$ cat src/rtl/hazard_pkg.sv
// Shared types for the hazard/forwarding unit: load-use FSM states and
// operand forwarding-mux select encodings.
package hazard_pkg;

    typedef enum logic [0:0] {
        IDLE   = 1'b0,
        LSTALL = 1'b1
    } lu_state_e;

    typedef enum logic [1:0] {
        FWD_NONE = 2'b00,
        FWD_WB   = 2'b01,
        FWD_MEM  = 2'b10
    } fwd_sel_e;

    localparam int CNT_W  = 3;  // holds LOAD_LAT-1 for LOAD_LAT up to 7
    localparam int PEND_W = 4;  // holds MAX_PEND up to 15

endpackage

$ cat src/rtl/hazard_scoreboard.sv
// Per-register busy bits and outstanding-write counter for multicycle ops
// that write back out of order with respect to the main pipeline.
module hazard_scoreboard
    import hazard_pkg::*;
#(
    parameter int AW        = 5,
    parameter int NOFWD_REG = 31,
    parameter int MAX_PEND  = 4
) (
    input  logic                 clk,
    input  logic                 rst_n,
    input  logic                 mc_issue,
    input  logic [AW-1:0]        mc_rd,
    input  logic                 mc_done,
    input  logic [AW-1:0]        mc_done_rd,
    output logic [(1<<AW)-1:0]   busy,
    output logic [PEND_W-1:0]    mc_pending,
    output logic                 mc_full
);

    localparam int NREG = 1 << AW;
    localparam logic [AW-1:0] NOFWD = AW'(NOFWD_REG);

    logic [NREG-1:0]   busy_q;
    logic [NREG-1:0]   set_mask;
    logic [NREG-1:0]   clr_mask;
    logic [PEND_W-1:0] pend_q;
    logic              done_ok;
    logic              issue_ok;

    // Only a retirement whose bit is actually set counts, so the counter can never wrap.
    assign done_ok  = mc_done && busy_q[mc_done_rd] && (pend_q != '0);
    assign mc_full  = (pend_q == PEND_W'(MAX_PEND));
    // A retirement in the same cycle frees a slot, so a full scoreboard can still accept.
    assign issue_ok = mc_issue && (mc_rd != NOFWD) && (!mc_full || done_ok);

    // NOTE: every variable written here gets a default first so no latch is inferred.
    always_comb begin
        set_mask = '0;
        clr_mask = '0;
        if (issue_ok) set_mask[mc_rd]      = 1'b1;
        if (done_ok)  clr_mask[mc_done_rd] = 1'b1;
    end

    // NOTE: the busy bits are plain flops, not a RAM, so they reset with everything else.
    always_ff @(posedge clk or negedge rst_n) begin
        if (!rst_n) begin
            busy_q <= '0;
            pend_q <= '0;
        end else begin
            busy_q <= (busy_q & ~clr_mask) | set_mask;  // set wins over clear
            if (issue_ok && !done_ok) begin
                pend_q <= pend_q + PEND_W'(1);
            end else if (!issue_ok && done_ok) begin
                pend_q <= pend_q - PEND_W'(1);
            end
        end
    end

    assign busy       = busy_q;
    assign mc_pending = pend_q;

endmodule

$ cat src/rtl/hazard_fwd_unit.sv
// Pipeline hazard unit: EX operand forwarding, load-use stall FSM,
// multicycle scoreboard stalls and branch flush.
module hazard_fwd_unit
    import hazard_pkg::*;
#(
    parameter int AW        = 5,
    parameter int NSRC      = 2,
    parameter int NOFWD_REG = 31,
    parameter int LOAD_LAT  = 1,
    parameter int MAX_PEND  = 4
) (
    input  logic                 clk,
    input  logic                 rst_n,
    input  logic [NSRC*AW-1:0]   id_src,
    input  logic [NSRC-1:0]      id_src_vld,
    input  logic [NSRC*AW-1:0]   ex_src,
    input  logic [AW-1:0]        ex_rd,
    input  logic [AW-1:0]        mem_rd,
    input  logic [AW-1:0]        wb_rd,
    input  logic                 ex_regwrite,
    input  logic                 mem_regwrite,
    input  logic                 wb_regwrite,
    input  logic                 ex_memread,
    input  logic                 mc_issue,
    input  logic [AW-1:0]        mc_rd,
    input  logic                 mc_done,
    input  logic [AW-1:0]        mc_done_rd,
    input  logic                 branch_taken,
    output logic [2*NSRC-1:0]    fwd_sel,
    output logic                 stall,
    output logic                 bubble,
    output logic                 flush,
    output logic                 mc_full,
    output logic [PEND_W-1:0]    mc_pending
);

    localparam logic [AW-1:0] NOFWD = AW'(NOFWD_REG);

    logic [(1<<AW)-1:0] busy;
    logic               lu_hit;
    logic               sb_hit;
    logic               lat_stall;
    lu_state_e          state_q, state_d;
    logic [CNT_W-1:0]   cnt_q, cnt_d;

    hazard_scoreboard #(
        .AW        (AW),
        .NOFWD_REG (NOFWD_REG),
        .MAX_PEND  (MAX_PEND)
    ) u_scoreboard (
        .clk        (clk),
        .rst_n      (rst_n),
        .mc_issue   (mc_issue),
        .mc_rd      (mc_rd),
        .mc_done    (mc_done),
        .mc_done_rd (mc_done_rd),
        .busy       (busy),
        .mc_pending (mc_pending),
        .mc_full    (mc_full)
    );

    // MEM holds the younger result, so it is checked before WB.
    always_comb begin
        fwd_sel = '0;
        for (int i = 0; i < NSRC; i++) begin
            if (mem_regwrite && mem_rd != NOFWD && mem_rd == ex_src[i*AW +: AW]) begin
                fwd_sel[2*i +: 2] = FWD_MEM;
            end else if (wb_regwrite && wb_rd != NOFWD && wb_rd == ex_src[i*AW +: AW]) begin
                fwd_sel[2*i +: 2] = FWD_WB;
            end
        end
    end

    always_comb begin
        lu_hit = 1'b0;
        sb_hit = 1'b0;
        for (int i = 0; i < NSRC; i++) begin
            if (id_src_vld[i]) begin
                if (ex_memread && ex_regwrite && ex_rd != NOFWD && ex_rd == id_src[i*AW +: AW])
                    lu_hit = 1'b1;
                if (id_src[i*AW +: AW] != NOFWD &&
                    (busy[id_src[i*AW +: AW]] || (mc_issue && mc_rd == id_src[i*AW +: AW])))
                    sb_hit = 1'b1;
            end
        end
    end

    always_comb begin
        state_d   = state_q;
        cnt_d     = cnt_q;
        lat_stall = 1'b0;
        case (state_q)
            IDLE: begin
                if (lu_hit) begin
                    lat_stall = 1'b1;
                    if (LOAD_LAT > 1) begin
                        state_d = LSTALL;
                        cnt_d   = CNT_W'(LOAD_LAT - 1);
                    end
                end
            end
            LSTALL: begin
                lat_stall = 1'b1;
                if (cnt_q == CNT_W'(1)) begin
                    state_d = IDLE;
                    cnt_d   = '0;
                end else begin
                    cnt_d = cnt_q - CNT_W'(1);
                end
            end
            default: begin
                state_d = IDLE;
                cnt_d   = '0;
            end
        endcase
        // A taken branch squashes the stalled instruction, so the wait is abandoned.
        if (branch_taken) begin
            state_d = IDLE;
            cnt_d   = '0;
        end
    end

    // NOTE: sequential state uses non-blocking assignments so all flops update together.
    always_ff @(posedge clk or negedge rst_n) begin
        if (!rst_n) begin
            state_q <= IDLE;
            cnt_q   <= '0;
        end else begin
            state_q <= state_d;
            cnt_q   <= cnt_d;
        end
    end

    assign flush  = branch_taken;
    assign stall  = !branch_taken && (lat_stall || sb_hit);
    assign bubble = stall;

endmodule

$ cat config.mk
export PLATFORM = sky130hd
export DESIGN_NAME = hazard_fwd_unit
export DESIGN_NICKNAME = d
export VERILOG_FILES = /design/src/rtl/hazard_pkg.sv /design/src/rtl/hazard_scoreboard.sv /design/src/rtl/hazard_fwd_unit.sv
export SDC_FILE = /design/constraint.sdc
export NUM_CORES = 1
export LEC_CHECK = 0
export CORE_MARGIN = 1
export CORE_UTILIZATION = 55
export DETAILED_ROUTE_END_ITERATION = 8
export PLACE_DENSITY = 0.95
export SYNTH_ARGS = -nofsm -noshare
export SYNTH_HDL_FRONTEND = slang
export SYNTH_SLANG_ARGS = --single-unit
$ cat constraint.sdc
create_clock -name clk -period 6.35 [get_ports clk]
set_input_delay 0.9525 -clock clk [delete_from_list [all_inputs] [get_ports clk]]
set_output_delay 0.9525 -clock clk [all_outputs]
set_load 0.01 [all_outputs]
==> impl_metrics.tcl <==
set metrics [dict create \
    fin_cells 458 \
    yosysTopAreaCellShare 0.286 \
    postSynthCellCount 340 \
    worstSkewPairLatency_ns 0.30 \
    nets 444 \
    crit_family "compound AO/OA/AOI/OAI gates" \
    peakVddDrop_mv 0.272 \
    cp_num_cells 15 \
    firstDrtPassIters 5 \
    synth_most_common_cell "dfrtp_1" \
    synth-edff-count 0 \
    dp_hpwl_um 7390 \
    synth_top_cell_by_area "dfrtp_1" \
    power_leakage_nw 1.54 \
    path_class "input pin to register" \
    area_delta_synth_final_pct 20.3 \
    clock_path_buffers 2 \
    ff2ff_path_depth 14 \
    synth.avg_cell_area_um2 10.3 \
    syn_nets 402 \
    htreeDepth 2 \
    status "finished, final reports clean" \
    cts_root_buffer "clkbuf_8" \
    hp-class "register to register" \
    overflow 0 \
    finalCritPeriodShare 0.806 \
    finClkSkew_ns 0.0122 \
    cts_hold_buf 0 \
    n_antenna_cell 0 \
    wire_per_inst_um 22.0 \
    hold_viol_final 0 \
    via_per_inst 7.16 \
    synth_compound_area_frac 0.209 \
    critPathMaxStageDelay_ns 1.06 \
    synth_top_family_by_area "compound AO/OA/AOI/OAI gates" \
    setup_viol 0 \
    ant_nets 0 \
    drive_gt1_frac 0.104 \
    clock-sinks 40 \
    worstPathRequired_ns 6.53 \
    dieArea_um2 6680 \
    synthFlopType "dfrtp_1" \
    synthSimpleGateAreaFrac 0.132 \
    nFillCells 460 \
    synth_top_cells_by_count "40 x dfrtp_1, 31 x o31ai_1, 31 x o41ai_1, 31 x xor2_1, 18 x mux4_2" \
    ys_seq_area_frac 0.286 \
    crit_chain "clkdlybuf4s50_1, mux2i_1, o22ai_1, a2111oi_0, o221a_4, o21a_4, nor2_1, ha_1, inv_1, ha_1, a21o_1, a21oi_1, xnor2_1, nor2_1, xor2_1" \
    cp-end-kind "register" \
    grt_start_max_net_pins 41 \
    netlist_area_um2 3490 \
    drv_slew 0 \
    grt_pass1_wl_um 15500 \
    route.vias.total 3279 \
    synth_xor_area_frac 0.110 \
    crit_slowest_cell "clkdlybuf4s50_1" \
    muxShareOfSynthArea 0.174 \
    gp_congestion 1.01 \
    track_usage 0.317 \
    synth_area_leaders "dfrtp_1 29%, mux4_2 12%, o41ai_1 7.8%" \
    cts_setup_buffers 0 \
    tritoncts "built" \
    grt_pass1_vias 3064 \
    maxCapViolCount 0 \
    ys_types 47 \
    die_height_um 81.7 \
    maxSlewHeadroom 0.395 \
    rows 28 \
    start_kind "input pin" \
    yosysWarningCount 0 \
    critPathMaxFanout 33 \
    place_ws_ns 0.995 \
    p_per_area_nw_per_um2 286 \
    worstMarginPinSlew_ns 0.905 \
    tns_ns 0 \
    io_buffers 67 \
    max_clock_freq_mhz 195 \
    initial_core_util 0.580 \
    numCtsBuffers 5 \
    synthArstFlopShare 1.00 \
    rsz0062_at_grt "false" \
    cp_data_arrival_time_ns 5.30 \
    cts_resized 0 \
    path_clk_slew_ns 0.08 \
    die_w_um 81.7 \
    drc_errors 0 \
    layout_setup_ws_ns 1.23 \
    p_total_w 0.00120 \
    ys_ff_latch 40 \
    wirelength_um 10100 \
    antenna_found_initial 0 \
    drtIter0Drc 321 \
    synth-adder-area-share 0.0236 \
    crit_buf_inv 2 \
    ios 68 \
    core_um2 6030 \
    dp.cells 450 \
    post-route-min-period_ns 5.12 \
    holdPathStages 1 \
]
[metal layers]
metal,routed length (um),track usage,part of all wire
met5,0,0,0
met4,215,0.123,0.021
met3,1540,0.0978,0.15
met2,4660,0.513,0.46
met1,3640,0.398,0.36
[placed cells by master (no fill, tap or decap), drive strengths merged, types with 2 or more instances in the layout]
cell / count
clkdlybuf4s50: 66
ha: 5
buf: 2
o21ai: 6
o22ai: 6
nor3b: 2
a31oi: 3
or4: 2
nand3b: 10
mux2: 3
nor2: 8
xor2: 31
o2111ai: 2
o41ai: 31
a41oi: 2
nand2b: 3
nand3: 17
nand2: 11
inv: 9
mux4: 18
nor4: 10
clkbuf: 7
a21oi: 3
or3b: 7
o31ai: 31
mux2i: 17
or3: 4
dfrtp: 40
xnor2: 13
[layout make-up]
type / count / area (um2) / share of cell area
well taps: 75 / 93.8 / 0.0223
repair buffers: 68 / 673 / 0.160
multi-input cells: 258 / 2280 / 0.541
clock inverters: 1 / 30.0 / 0.00714
inverters: 9 / 33.8 / 0.00804
clock buffers: 7 / 96.3 / 0.0229
flip-flops and latches: 40 / 1000 / 0.238
[flip-flops by register name, summed over array words and instances, names as in the netlist]
register and count:
u_scoreboard.busy 32, u_scoreboard.mc_pending 4, cnt_q 3, state_q 1
[cells by family (layout without fill, tap and decap cells)]
kind of cell | count (synthesis) | after routing
and+or+nand+nor | 79 | 79
DFF | 40 | 40
AOI/OAI and AO/OA | 91 | 91
muxes | 38 | 38
buffers and inverters | 42 | 85
adders and majority gates | 6 | 6
xor gates and xnor gates | 44 | 44
[power breakdown]
group	switching, W	internal [W]	total, W	leakage (nW)
Clock	0.0000945	0.000139	0.000233	0.0645
Combinational	0.000234	0.000273	0.000507	0.994
Sequential	0.000126	0.000338	0.000464	0.480
Total	0.000454	0.000750	0.00120	1.54
[per-stage QoR]
stage                     hold slack (ns)  area [um2]   util
after CTS                           0.561        4200  0.698
final                               0.561        4200  0.698
after global placement              0.530        4080  0.677
after detailed placement            0.547        4080  0.677
after floorplan                     0.498        3490      -
after global routing                0.587        4200  0.698
[worst paths after layout]
path	start	end	slack [ns]
setup reg to reg	u_scoreboard.busy[18]	u_scoreboard.mc_pending[3]	2.63
max in group asynchronous	rst_n	u_scoreboard.busy[11]	5.02
setup / recovery	mc_done_rd[1]	u_scoreboard.mc_pending[3]	1.23
hold reg to reg	state_q	cnt_q[1]	0.56
hold / removal	state_q	cnt_q[1]	0.56
min in group asynchronous	rst_n	u_scoreboard.busy[20]	0.77
Power figures use the tool's default switching activity.
==> RTL edit: new RTL, config.mk and constraints unchanged <==
Make the reset (`rst_n`) synchronous in 2 clocked blocks.
--- a/src/rtl/hazard_scoreboard.sv
+++ b/src/rtl/hazard_scoreboard.sv
@@ -44,5 +44,5 @@
 
     // NOTE: the busy bits are plain flops, not a RAM, so they reset with everything else.
-    always_ff @(posedge clk or negedge rst_n) begin
+    always_ff @(posedge clk) begin
         if (!rst_n) begin
             busy_q <= '0;
--- a/src/rtl/hazard_fwd_unit.sv
+++ b/src/rtl/hazard_fwd_unit.sv
@@ -122,5 +122,5 @@
 
     // NOTE: sequential state uses non-blocking assignments so all flops update together.
-    always_ff @(posedge clk or negedge rst_n) begin
+    always_ff @(posedge clk) begin
         if (!rst_n) begin
             state_q <= IDLE;
Check against the original RTL: differs if rst_n is asserted again (counterexample within 4 cycles, from zero or initial values and one cycle with rst_n low); with rst_n held inactive, the same outputs for 4 cycles.
==> RTL edit against the unedited design <==
- register-to-register slack better by 0.14 ns
- wire length is 7.8% higher
- cell count is 15% higher
- sequential power down 40%
- area after synthesis is 0.18% higher
- non-clock buffer count grew 3
- total power down 30%
- critical path depth did not move
- cell area increased by 1.4%
- sequential cell count unchanged
- setup slack gained 0.086 ns
- largest cell class unchanged
==> RTL edit: results (changes against the unedited design) <==
Hold Path End u_scoreboard.busy[31]; sequential share of cell area 18.8% (-5.0 points); Final Instance Count excl. Fillers 526 (+15%); Fill cells 438 (-4.8%); chip width 81.8 um (about the same); DRT iter0 DRCs 525 (+64%); sequential-to-total area share from yosys stat 22.9% (-5.8 points); P&R area growth vs syn 21.8%; Worst Setup EP u_scoreboard.mc_pending[3]; Worst Path Max Fanout 32 (-3.0%); reg2reg start u_scoreboard.busy[31]; hold_ws 0.507 ns (-0.0538 ns); Seq pwr share 33.0% (-5.6 points); area post-placement 0.00410 mm^2 (+0.64%); fin nets 512 (+15%); first-pass GRT wire length 16800 um (+8.4%); Synth Area in Compound Gates 18.7% (-2.2 points); GP Congestion 1.02 (+0.55%); Logic pwr share 32.4% (-9.7 points); dpl ws 1.14 ns (+0.145 ns); crit path DAT 5.26 ns (-0.04 ns); Detailed Place HPWL 7720 um (+4.6%); leakage 1.51 nW (-1.5%); invs w/o clock 6 (-3); number of global-route vias before repair 3450 (+13%); Top FF cell, synth dfxtp_1; status finished clean; drt total wl 10800 um (+7.8%); slack of the worst reg-to-reg path 2.77 ns (+0.14 ns); Buffers, non-clock 71 (+4.4%); All-Layer GR Usage 33.7% (+2.0 points); crit path setup slack, layout 1.32 ns (+0.0857 ns); Rel. slew slack 38.1% (-1.3 points); share of layout cells above drive strength 1 8.87% (-1.6 points); biggest area consumer among synthesized cells dfxtp_1; vias 3606 (+10%); Switching Share 31.5% (-6.3 points); Pwr Density 197 mW/mm^2 (-31%); ys async rst share 0% (-100 points); Multi-input gate area 0.00249 mm^2 (+9.2%); Layout clock area frac 3.73% (+0.72 points); Clk pwr share 34.5% (+15 points); NonClk Buf Share 16.4% (+0.42 points); hold path startpoint u_scoreboard.busy[31]; Netlist cell types 51 (+8.5%)
-- RTL edit: critical path: stages --
cell and delay [ns]:
clkdlybuf4s50_1 1.08, mux4_2 0.61, a32o_1 0.24, nand2_2 0.09, o2111ai_4 0.13, a21o_4 0.37, o211a_1 0.17, ha_1 0.22
inv_1 0.13, ha_1 0.24, a21o_1 0.18, a21oi_1 0.23, xnor2_1 0.12, or3_1 0.31, a21boi_0 0.17
-- RTL edit: kinds of logic (layout without fill, tap and decap cells) --
logic type,after synthesis,count (layout)
AO/OA/AOI/OAI,90,90
XOR/XNOR,43,43
adder cells (fa/ha/maj),6,6
buffers and inverters,43,85
flip-flops,40,40
multiplexers,38,38
AND/OR/NAND/NOR,149,149
-- RTL edit: metal layers --
metal  routed length, um  up-vias  share of wire, %  global-route usage (%)
li1                    -     1591                 -                       -
met1                3710     1651                34                    38.1
met2                5080      302                47                    57.4
met3                1580       62                15                    9.00
met4                 469        0               4.3                    18.4
met5                   0        -                 0                       0
